### src/rtl/msx_mouse_pkg.sv
// Shared types, defaults and the 8-bit clamp used by the MSX mouse port.
package msx_mouse_pkg;

    // Order of nibbles shifted out on successive STROBE edges.
    typedef enum logic [1:0] {
        PH_XH = 2'd0,
        PH_XL = 2'd1,
        PH_YH = 2'd2,
        PH_YL = 2'd3
    } phase_e;

    localparam int TIMEOUT_DEF = 100000;
    localparam int ACC_W_DEF   = 11;

    // Clamp a sign-extended accumulator value to -128..+127.
    function automatic logic [7:0] sat8(input logic signed [31:0] v);
        if (v > 32'sd127) begin
            return 8'h7F;
        end else if (v < -32'sd128) begin
            return 8'h80;
        end else begin
            return v[7:0];
        end
    endfunction

endpackage

### src/rtl/msx_mouse_axis.sv
// One axis of mouse movement: saturating accumulator that adds host deltas
// and gives up an 8-bit clamped portion (keeping the residual) when read.
module msx_mouse_axis
    import msx_mouse_pkg::*;
#(
    parameter int ACC_W  = ACC_W_DEF,
    parameter bit NEGATE = 1'b0
) (
    input  logic              clk_sys,
    input  logic              reset,
    input  logic              clear_i,
    input  logic              add_i,
    input  logic              latch_i,
    input  logic signed [8:0] delta_i,
    output logic [7:0]        sat_o,
    output logic [7:0]        lat_o
);

    // Headroom for acc + delta - latched before the final clamp.
    localparam int SW = ((ACC_W > 10) ? ACC_W : 10) + 2;
    localparam logic signed [SW-1:0] ACC_MAX = SW'((1 << (ACC_W - 1)) - 1);
    localparam logic signed [SW-1:0] ACC_MIN = SW'(-(1 << (ACC_W - 1)));

    logic signed [ACC_W-1:0] acc_q, acc_d;
    logic [7:0]              lat_q, lat_d;
    logic signed [SW-1:0]    step;
    logic signed [SW-1:0]    sum;

    assign sat_o = sat8(32'(acc_q));
    assign lat_o = lat_q;

    always_comb begin
        // NOTE: every combinational output gets a default first, so no path leaves it unassigned and no latch is inferred.
        acc_d = acc_q;
        lat_d = lat_q;
        step  = SW'(delta_i);
        if (NEGATE) begin
            step = -step;
        end
        sum = SW'(acc_q);
        if (add_i) begin
            sum = sum + step;
        end
        if (latch_i) begin
            sum = sum - SW'($signed(sat_o));
        end

        if (clear_i) begin
            acc_d = '0;
            lat_d = '0;
        end else begin
            if (sum > ACC_MAX) begin
                acc_d = ACC_MAX[ACC_W-1:0];
            end else if (sum < ACC_MIN) begin
                acc_d = ACC_MIN[ACC_W-1:0];
            end else begin
                acc_d = sum[ACC_W-1:0];
            end
            if (latch_i) begin
                lat_d = sat_o;
            end
        end
    end

    always_ff @(posedge clk_sys or posedge reset) begin
        // NOTE: state registers use non-blocking assignments so all flops update together on the edge.
        if (reset) begin
            acc_q <= '0;
            lat_q <= '0;
        end else begin
            acc_q <= acc_d;
            lat_q <= lat_d;
        end
    end

endmodule

### src/rtl/msx_mouse_port.sv
// MSX mouse protocol on joystick port A: accumulates host mouse reports and
// shifts them out as four nibbles clocked by either edge of the MSX STROBE line.
module msx_mouse_port
    import msx_mouse_pkg::*;
#(
    parameter int TIMEOUT = TIMEOUT_DEF,
    parameter int ACC_W   = ACC_W_DEF
) (
    input  logic              clk_sys,
    input  logic              reset,
    input  logic signed [8:0] mouse_x,
    input  logic signed [8:0] mouse_y,
    input  logic [7:0]        mouse_flags,
    input  logic              mouse_strobe,
    input  logic              joy_active,
    input  logic              stra,
    output logic              mouse_en,
    output logic [5:0]        port_out
);

    localparam int TW = $clog2(TIMEOUT + 1);
    localparam logic [TW-1:0] TMO_LOAD = TW'(TIMEOUT);

    // [0],[1] synchronise stra; [2] is the previous synchronised value.
    logic [2:0]    sync_q;
    logic          strobe_edge;
    logic          mouse_en_q, mouse_en_d;
    phase_e        phase_q, phase_d;
    logic [TW-1:0] tmo_q, tmo_d;
    logic [5:0]    port_q, port_d;
    logic          latch;
    logic [7:0]    x_sat, y_sat, lx, ly;
    logic          unused_bits;

    assign strobe_edge = sync_q[2] ^ sync_q[1];
    assign mouse_en    = mouse_en_q;
    assign port_out    = port_q;
    assign unused_bits = ^{mouse_flags[7:2], lx[7:4], x_sat[3:0], y_sat};

    always_comb begin
        mouse_en_d = mouse_strobe ? 1'b1 : (joy_active ? 1'b0 : mouse_en_q);
        phase_d    = phase_q;
        tmo_d      = tmo_q;
        port_d     = port_q;
        latch      = 1'b0;

        if (!mouse_en_d) begin
            phase_d = PH_XH;
            tmo_d   = '0;
            port_d  = 6'h3F;
        end else begin
            if (mouse_strobe) begin
                port_d[5:4] = ~mouse_flags[1:0];
            end
            // An edge takes priority over the timeout expiring in the same cycle.
            if (strobe_edge) begin
                tmo_d = TMO_LOAD;
                case (phase_q)
                    PH_XH: begin
                        latch       = 1'b1;
                        port_d[3:0] = x_sat[7:4];
                        phase_d     = PH_XL;
                    end
                    PH_XL: begin
                        port_d[3:0] = lx[3:0];
                        phase_d     = PH_YH;
                    end
                    PH_YH: begin
                        port_d[3:0] = ly[7:4];
                        phase_d     = PH_YL;
                    end
                    PH_YL: begin
                        port_d[3:0] = ly[3:0];
                        phase_d     = PH_XH;
                    end
                    default: phase_d = PH_XH;
                endcase
            end else if (tmo_q != '0) begin
                tmo_d = tmo_q - 1'b1;
                if (tmo_q == TW'(1)) begin
                    phase_d = PH_XH;
                end
            end
        end
    end

    always_ff @(posedge clk_sys or posedge reset) begin
        if (reset) begin
            sync_q     <= '0;
            mouse_en_q <= 1'b0;
            phase_q    <= PH_XH;
            tmo_q      <= '0;
            port_q     <= 6'h3F;
        end else begin
            sync_q     <= {sync_q[1:0], stra};
            mouse_en_q <= mouse_en_d;
            phase_q    <= phase_d;
            tmo_q      <= tmo_d;
            port_q     <= port_d;
        end
    end

    // MSX X grows to the left, so the X axis negates host deltas.
    msx_mouse_axis #(
        .ACC_W  (ACC_W),
        .NEGATE (1'b1)
    ) u_axis_x (
        .clk_sys (clk_sys),
        .reset   (reset),
        .clear_i (!mouse_en_d),
        .add_i   (mouse_strobe),
        .latch_i (latch),
        .delta_i (mouse_x),
        .sat_o   (x_sat),
        .lat_o   (lx)
    );

    msx_mouse_axis #(
        .ACC_W  (ACC_W),
        .NEGATE (1'b0)
    ) u_axis_y (
        .clk_sys (clk_sys),
        .reset   (reset),
        .clear_i (!mouse_en_d),
        .add_i   (mouse_strobe),
        .latch_i (latch),
        .delta_i (mouse_y),
        .sat_o   (y_sat),
        .lat_o   (ly)
    );

endmodule

### config.mk
export PLATFORM = sky130hd
export DESIGN_NAME = msx_mouse_port
export DESIGN_NICKNAME = d
export VERILOG_FILES = /design/src/rtl/msx_mouse_pkg.sv /design/src/rtl/msx_mouse_axis.sv /design/src/rtl/msx_mouse_port.sv
export SDC_FILE = /design/constraint.sdc
export NUM_CORES = 1
export LEC_CHECK = 0
export CAP_MARGIN = 25
export CORE_MARGIN = 2
export CORE_UTILIZATION = 58
export DETAILED_ROUTE_END_ITERATION = 7
export PLACE_DENSITY = 0.84
export SLEW_MARGIN = 25
export SYNTH_ARGS = -nofsm -noshare
export SYNTH_HDL_FRONTEND = slang
export SYNTH_SLANG_ARGS = --single-unit
### constraint.sdc
create_clock -name clk_sys -period 9.3 [get_ports clk_sys]
set_input_delay 1.395 -clock clk_sys [delete_from_list [all_inputs] [get_ports clk_sys]]
set_output_delay 1.395 -clock clk_sys [all_outputs]
set_load 0.03 [all_outputs]
==> flow_summary.yaml <==
critical_path:
  slowest_stage: "clkdlybuf4s50_1"
  crit_cells: 18
  worst_ep_required_time_ns: 9.50
  worstPathArrival_ns: 5.67
  crit_family: "compound AO/OA/AOI/OAI gates"
  r2r_start: "u_axis_y.acc_q[0]"
  endpoint_kind: "register"
  critPathLaunchType: "primary input"
  endpoint: "u_axis_x.acc_q[6]"
  max_stage_delay_ns: 0.51
  r2r_slack_ns: 4.94
  r2r_cells: 18
  critPathKind: "primary input to register"
  critPathMostFrequentCell: "ha_1"
  worstPathCellList: "clkdlybuf4s50_1 > inv_1 > ha_1 > nor2b_1 > o31a_1 > o21ai_0 > and2_1 > xnor2_1 > mux2_2 > ha_1 > a21oi_1 > o211ai_2 > a21o_2 > a311oi_2 > nor4b_1 > a41o_2 > a211oi_4 > o31ai_1"
  crit_start: "mouse_x[1]"
  r2r-end: "u_axis_y.acc_q[0]"
  path_buf_inv: 2
  worst-path-max-fanout: 10
placed_design:
  pre_cts_ws_ns: 3.525
  hpwl_um: 9469
  dp.cells: 755
  placed_area_um2: 5844
  finalWeightedCongestion: 0.9443
  io_buffers: 31
cells_and_area:
  diodes: 0
  final_cell_mix: "nor2_1, o21ai_0, dfrtp_1, ha_1, nand2_1"
  seqCellArea_um2: 1584
  area_delta_synth_final_pct: 11.72
  nNetsFinal: 743
  layout_commonest_cell: "nor2_1"
  multi_input_area_um2: 3676
  final_cell_area_um2: 6081
  n_fill_cell: 739
  final_cells: 771
  drive_gt1_share_pct: 9.394
synth:
  yosysSeqAreaShare_pct: 29.10
  synth.distinct_cells: 79
  synth_fa_ha_area_share_pct: 13.66
  async_flop_share_pct: 100.0
  yosys-top-cells-area: "dfrtp_1, ha_1, o21ai_0, nor2_1, xnor2_1"
  synthXorXnorAreaFrac_pct: 7.218
  avgSynthCellArea_um2: 8.694
  synthFlopType: "dfrtp_1"
  syn-cell-area_um2: 5443
  syn-num-nets: 714
  synth-simple-area-share_pct: 16.85
  yosys_register_bits: 63
  synthMuxAreaShare_pct: 4.690
  synthCells: 626
  yosysTopAreaCellShare_pct: 26.21
  synth_area_leader_cell: "dfrtp_1"
  synth_compound_gate_area_share_pct: 25.13
  ys_warn_count: 0
  synth_top_family_by_area: "compound AO/OA/AOI/OAI gates"
  synth_edf_count: 0
detailed_routing:
  drc: 0
  via_per_inst: 6.187
  topRoutingLayerUsed: "met4"
  drtIter0Drc: 310
  dr_wl_met2_um: 6419
  dr.pass1.iters: 5
  dr_wl_met3_um: 556
  route.vias.total: 4770
  m1WireLength_um: 5445
  detail-route-antenna-nets: 0
  routedWlPerCell_um: 16.36
  routed_wl_um: 12610
floorplanning:
  die_h_um: 100.9
  io_pins: 38
  core-area_um2: 9153
  rows: 35
  start_util_pct: 59.47
  fp.dieW_um: 100.9
  die-area_um2: 10170
grt:
  grt_max_degree: 64
  track_usage_pct: 26.09
  grt_pass1_vias: 4603
  antenna_found_initial: 0
  grt_pass1_wl_um: 21380
  gr-total-overflow: 0
clock_network:
  cts_tree: "built"
  path_clk_slew_ns: 0.07
  cts_buffers: 9
  post_cts_resized: 0
  cts-htree-levels: 3
  cts_root_buf: "clkbuf_8"
  clock_latency_ns: 0.35
  cts_max_path_buffers: 2
  clock_sinks: 63
  ctsHoldBuffers: 0
  post_cts_buffers: 0
sta:
  min_period_ns: 5.465
  fmax_mhz: 183.0
  finalWorstSetupSlack_ns: 3.835
  tightest_slew_ns: 0.7838
  min_period_over_period_pct: 58.76
  setup_tns_ns: 0
  rsz0062_at_grt: "false"
  setup_viol: 0
  slew_headroom_pct: 47.56
  maxSlewViolCount: 0
  fin_worst_skew_ns: 0.009368
  hold_viol: 0
min_path:
  hp-class: "register to register"
  worstHoldStart: "sync_q[0]"
  min_delay_path_depth: 0
outcome:
  status: "complete, no violations"
flow_run:
  drv_cap: 0
cells in the mapped netlist, types with 6 or more instances:
library cell and count:
a21o_1 12, a21oi_1 36, clkbuf_1 11, dfrtp_1 57, dfstp_2 6, ha_1 53
inv_1 28, mux2_2 12, mux2i_1 12, nand2_1 46, nand2b_1 9, nand3_1 12
nor2_1 72, nor2b_1 11, nor3_1 15, o21a_1 12, o21ai_0 59, o31ai_1 10
xnor2_1 29, xor2_1 14
flip-flops by register name, indices dropped and copies added, names as in the netlist:
name and cells:
u_axis_y.lat_o 8, u_axis_x.lat_o 4, u_axis_x.acc_q 11, tmo_q 17
port_out 6, phase_q 2, mouse_en 1, u_axis_y.acc_q 11
sync_q 3
cells by family after synthesis:
logic type | after synthesis
AOI/OAI and AO/OA | 198
xor gates and xnor gates | 44
adders and majority gates | 57
buffers and inverters | 45
DFF | 63
muxes | 24
and+or+nand+nor | 195
worst min-delay path by stage:
stage                endpoint  slack (ns)
global placement    sync_q[1]        0.34
floorplan           sync_q[1]        0.33
CTS                 sync_q[1]        0.37
finish              sync_q[1]        0.36
global route        sync_q[1]        0.37
detailed placement  sync_q[1]        0.34
through the flow:
stage	hold WS, ns	util, %
3_5_place_dp	0.3412	63.86
5_1_grt	0.3660	66.44
6_report	0.3640	66.44
3_3_place_gp	0.3355	63.86
4_1_cts	0.3669	66.44
2_1_floorplan	0.3312	-
layer usage:
layer,vias to the layer above,GRT usage (%)
met5,-,0
met4,0,6.006
met3,19,4.646
met2,124,46.36
met1,2280,32.97
li1,2347,-
final cells by class:
cell class,instances,share of cell area (%)
well taps,111,2.284
inverters,28,1.728
flip-flops and latches,63,26.05
clock inverters,6,1.790
multi-input cells,518,60.45
repair buffers,35,5.597
clock buffers,10,2.099
Power is left out: the tool's default activity adds up to more than one toggle a clock period on the data nets, which glitch-free logic cannot reach.
